### config.mk
export PLATFORM = sky130hd
export DESIGN_NAME = relu
export DESIGN_NICKNAME = d
export VERILOG_FILES = /design/src/rtl/relu.sv
export SDC_FILE = /design/constraint.sdc
export NUM_CORES = 1
export LEC_CHECK = 0
export CORE_UTILIZATION = 39
export CTS_BUF_LIST = sky130_fd_sc_hd__clkbuf_4 sky130_fd_sc_hd__clkbuf_8 sky130_fd_sc_hd__clkbuf_16
export DETAILED_ROUTE_END_ITERATION = 7
export GPL_ROUTABILITY_DRIVEN = 0
export GPL_TIMING_DRIVEN = 1
export HOLD_SLACK_MARGIN = 0.12
export PLACE_DENSITY = 0.95
export SLEW_MARGIN = 10
export SYNTH_ARGS = -nofsm -noshare
export SYNTH_HDL_FRONTEND = slang
export SYNTH_SLANG_ARGS = --single-unit
export TNS_END_PERCENT = 5
### constraint.sdc
create_clock -name clk -period 4.3 [get_ports clk]
set_input_delay 0.43 -clock clk [delete_from_list [all_inputs] [get_ports clk]]
set_output_delay 0.43 -clock clk [all_outputs]
set_load 0.02 [all_outputs]
### src/rtl/relu.sv
// Lane-parallel ReLU with a combinational output and a one-cycle registered copy
// that also reports which lanes were negative and how many.
module relu #(
  parameter int WIDTH = 16,
  parameter int N     = 4
) (
  input  logic                    clk,
  input  logic                    rst,
  input  logic signed [WIDTH-1:0] in        [0:N-1],
  input  logic                    in_valid,
  output logic signed [WIDTH-1:0] out       [0:N-1],
  output logic signed [WIDTH-1:0] out_q     [0:N-1],
  output logic                    out_valid,
  output logic [N-1:0]            neg_mask,
  output logic [$clog2(N+1)-1:0]  neg_count
);

  localparam int CW = $clog2(N + 1);

  logic signed [WIDTH-1:0] relu_val [0:N-1];
  logic [N-1:0]            neg_bits;
  logic [CW-1:0]           neg_sum;

  logic signed [WIDTH-1:0] data_d [0:N-1];
  logic signed [WIDTH-1:0] data_q [0:N-1];
  logic                    valid_d, valid_q;
  logic [N-1:0]            mask_d, mask_q;
  logic [CW-1:0]           count_d, count_q;

  // Only the MSB decides the sign, so zero and the most-positive value pass unchanged.
  always_comb begin
    neg_bits = '0;
    neg_sum  = '0;
    for (int i = 0; i < N; i++) begin
      neg_bits[i] = in[i][WIDTH-1];
      relu_val[i] = neg_bits[i] ? '0 : in[i];
      neg_sum     = neg_sum + CW'(neg_bits[i]);
    end
  end

  always_comb begin
    valid_d = in_valid;
    mask_d  = in_valid ? neg_bits : mask_q;
    count_d = in_valid ? neg_sum  : count_q;
    for (int i = 0; i < N; i++) begin
      data_d[i] = in_valid ? relu_val[i] : data_q[i];
    end
  end

  always_ff @(posedge clk or posedge rst) begin
    if (rst) begin
      valid_q <= 1'b0;
      mask_q  <= '0;
      count_q <= '0;
      for (int i = 0; i < N; i++) begin
        data_q[i] <= '0;
      end
    end else begin
      valid_q <= valid_d;
      mask_q  <= mask_d;
      count_q <= count_d;
      for (int i = 0; i < N; i++) begin
        data_q[i] <= data_d[i];
      end
    end
  end

  assign out       = relu_val;
  assign out_q     = data_q;
  assign out_valid = valid_q;
  assign neg_mask  = mask_q;
  assign neg_count = count_q;

endmodule

# == After elaboration in Yosys (flattened, before gate mapping) ==
# Index checks and enable logic that the tools add are counted.
# op_classes
addsub,3
muxes,4
# ops
op,count
15-bit 2-to-1 mux,4
2-bit by 1-bit adder with 3-bit output,1
3-bit by 1-bit adder with 3-bit output,1
1-bit by 1-bit adder with 2-bit output,1
# word_totals
regBits,72
wordCells,14

# == Longest topological paths before layout ==
# depth
depth_word,3
depth_mapped,7

# == Worst setup path after synthesis ==
# No wires, ideal clock.
# synth_path
path_type,input-to-reg
start,in in[15] (netlist bit)
end,"reg count_q[1], in the netlist neg_count[1]"
setup_ns,0.125
arrival_ns,1.837
path_slack_ns,2.338
stages,7
n_path_buf,1
path_cell_list,buf_4 -> inv_1 -> fa_1 -> inv_1 -> ha_1 -> ha_1 -> mux2_2
# synth_via
elab_chain_cells,1
# synth_lines
element,line_no,text
start: declaration,9,"input logic signed [WIDTH-1:0] in [0:N-1],"
3-bit by 1-bit adder with 3-bit output,37,neg_sum = neg_sum + CW'(neg_bits[i]);
via neg_sum[1],22,logic [CW-1:0] neg_sum;
end signal: assignment,61,count_q <= count_d;
end: declaration,28,"logic [CW-1:0] count_d, count_q;"
# The timed path passes the listed nets, and every way through them passes these cells.
# A chain may end at the register's enable or synchronous reset.

==> results.py <==
metrics = {
    "placed_design": {
        "dp.cells": 509,
        "numPortBuffers": 194,
        "dp_hpwl_mm": 6.11,
        "postPlaceCellArea_um2": 5080,
    },
    "route": {
        "ant_nets": 0,
        "dr.pass1.iters": 4,
        "vias_per_cell": 4.58,
        "wirelength_mm": 8.02,
        "num_vias": 2401,
        "remaining_drc_errors": 0,
        "dr.first_iter.drc_count": 21,
        "routedWlPerCell_um": 15.3,
    },
    "timing": {
        "finalCriticalPeriod_ns": 2.64,
        "skew_ns": 0,
        "whs_ns": 0.488,
        "maxSlewViolCount": 0,
        "timing.slew.headroom": 0.375,
        "rsz0062_at_grt": "no",
        "setup_viol": 0,
        "fmax_mhz": 378,
        "worst_pin_slew_ns": 0.937,
        "min_period_over_period": 0.615,
        "hold_violations": 0,
        "setup_tns_ns": 0,
    },
    "clock_tree": {
        "htreeDepth": 3,
        "cts-buffers-inserted": 9,
        "cts_sinks": 68,
        "clk-insertion-delay-late_ns": 0.32,
        "ctsHoldBuffers": 0,
        "post_cts_buffers": 0,
        "tritoncts": "built",
        "post_cts_resized": 0,
        "root_buffer": "clkbuf_8",
        "path_clk_slew_ns": 0.07,
        "cts.path.max_buffers": 2,
    },
    "layout": {
        "final_common_cell": "clkdlybuf4s50_1",
        "fin_util": 0.680,
        "diodes": 0,
        "postLayoutCellArea_um2": 5250,
        "fillers": 569,
        "stdcell_count": 524,
        "syn2layout_area_growth_pct": 68.0,
        "most-common-layout-cells": "193 x clkdlybuf4s50_1, 68 x dfrtp_1, 49 x nor2b_1, 46 x mux2_2, 16 x mux2_4",
        "drive_gt1_frac": 0.190,
        "num-nets-final": 488,
    },
    "synth": {
        "synthTopCellsByArea": "dfrtp_1 54%, mux2_2 17%, nor2b_1 9.8%",
        "synth_area_leader_cell": "dfrtp_1",
        "yosysWarnings": 0,
        "syn_avg_cell_area_um2": 14.0,
        "syn_inst": 224,
        "ys_types": 14,
        "ys_seq_elements": 68,
        "yosysTopAreaCellShare": 0.544,
        "netlist_area_um2": 3130,
        "seq_area_frac_synth": 0.544,
    },
    "floorplanning": {
        "dieArea_um2": 8380,
        "io_pins": 203,
        "die_y_um": 91.5,
        "fp.dieW_um": 91.5,
        "start_util": 0.405,
        "core_um2": 7730,
        "fp-row-count": 32,
    },
    "grt": {
        "grt_max_degree": 69,
        "use_met2": 0.360,
        "overflow": 0,
        "grt_antenna_before_repair": 0,
        "grt_use_met1": 0.207,
        "grt_use_total": 0.197,
        "grt_pass1_wl_mm": 12.8,
        "grtUsageMet3": 0.0687,
        "grt_busiest_layer": "met2",
        "grt_pass1_vias": 2600,
    },
    "power_and_ir_drop": {
        "p_leak_uw": 0.00232,
        "power_density_nw_per_um2": 324,
        "ir_drop_mv": 0.272,
    },
    "worst_setup_path": {
        "crit_type": "in2out",
        "cp_data_arrival_time_ns": 2.21,
        "cp-end-kind": "primary output",
        "required_ns": 3.87,
        "crit_path_start_kind": "input port",
        "worstPathMaxFanout": 17,
    },
    "job": {
        "maxCapViolations": 0,
    },
    "status": {
        "status": "completed",
    },
    "min_path": {
        "hold_path.class": "reg2reg",
    },
}
==> Yosys cell counts <==
cell / instances
clkbuf_4: 2
mux2_2: 46
mux2_1: 5
ha_1: 2
nor2b_1: 49
mux2_4: 16
buf_4: 10
and2b_1: 11
conb_1: 1
buf_2: 3
fa_1: 1
inv_1: 6
dfrtp_1: 68
buf_6: 4
==> cell families after synthesis <==
family | count (synthesis) | synth area share
buf+inv | 25 | 0.0552
simple gates | 60 | 0.124
fa+ha+maj | 3 | 0.0144
flops | 68 | 0.544
mux | 67 | 0.261
other cells | 1 | 0.00120
==> metal layers <==
metal | vias up | part of all wire
met1 | 1170 | 0.36
met4 | 0 | 0.010
met3 | 7 | 0.089
met5 | - | 0
li1 | 1107 | -
met2 | 117 | 0.54
==> final timing paths <==
path	cells past startpoint	start	slack, ns	end
max in group asynchronous	3	rst	2.84	out_q[26]
max reg2reg	1	out_q[41]	3.52	out_q[41]
min in group asynchronous	2	rst	0.53	out_q[18]
min reg2reg	1	out_q[44]	0.49	out_q[44]
max	3	in[47]	1.66	out[37]
min	1	out_q[44]	0.49	out_q[44]
==> critical path: stages <==
cell	delay (ns)
clkdlybuf4s50_1	0.76
nor2b_1	0.37
clkdlybuf4s50_1	0.65
==> registers in the layout (all words and copies together) (netlist names) <==
| signal | cells |
|---|---|
| neg_mask | 4 |
| out_valid | 1 |
| neg_count | 3 |
| out_q | 60 |
==> stage by stage <==
stage          total power [µW]  setup WS (ns)
4_1_cts                    1730           1.62
2_1_floorplan               992           2.16
3_3_place_gp               1240           1.53
6_report                   1700           1.66
3_5_place_dp               1250           1.47
5_1_grt                    1790           1.57
==> power by group <==
group	switching (µW)	internal (µW)
Sequential	31.4	699
Combinational	233	274
Clock	218	249
Total	483	1220
==> area by class of cell <==
cell class                 count  area (µm²)  share of cell area
timing repair buffer         195        1950               0.371
sequential                    68        1700               0.324
multi-input combinational    138        1280               0.243
clock buffer                  13         166              0.0317
tap                          102         128              0.0243
inverter                       6        22.5             0.00429
clock inverter                 2        10.0             0.00191
Note: power is estimated with default switching activity, not from simulation.
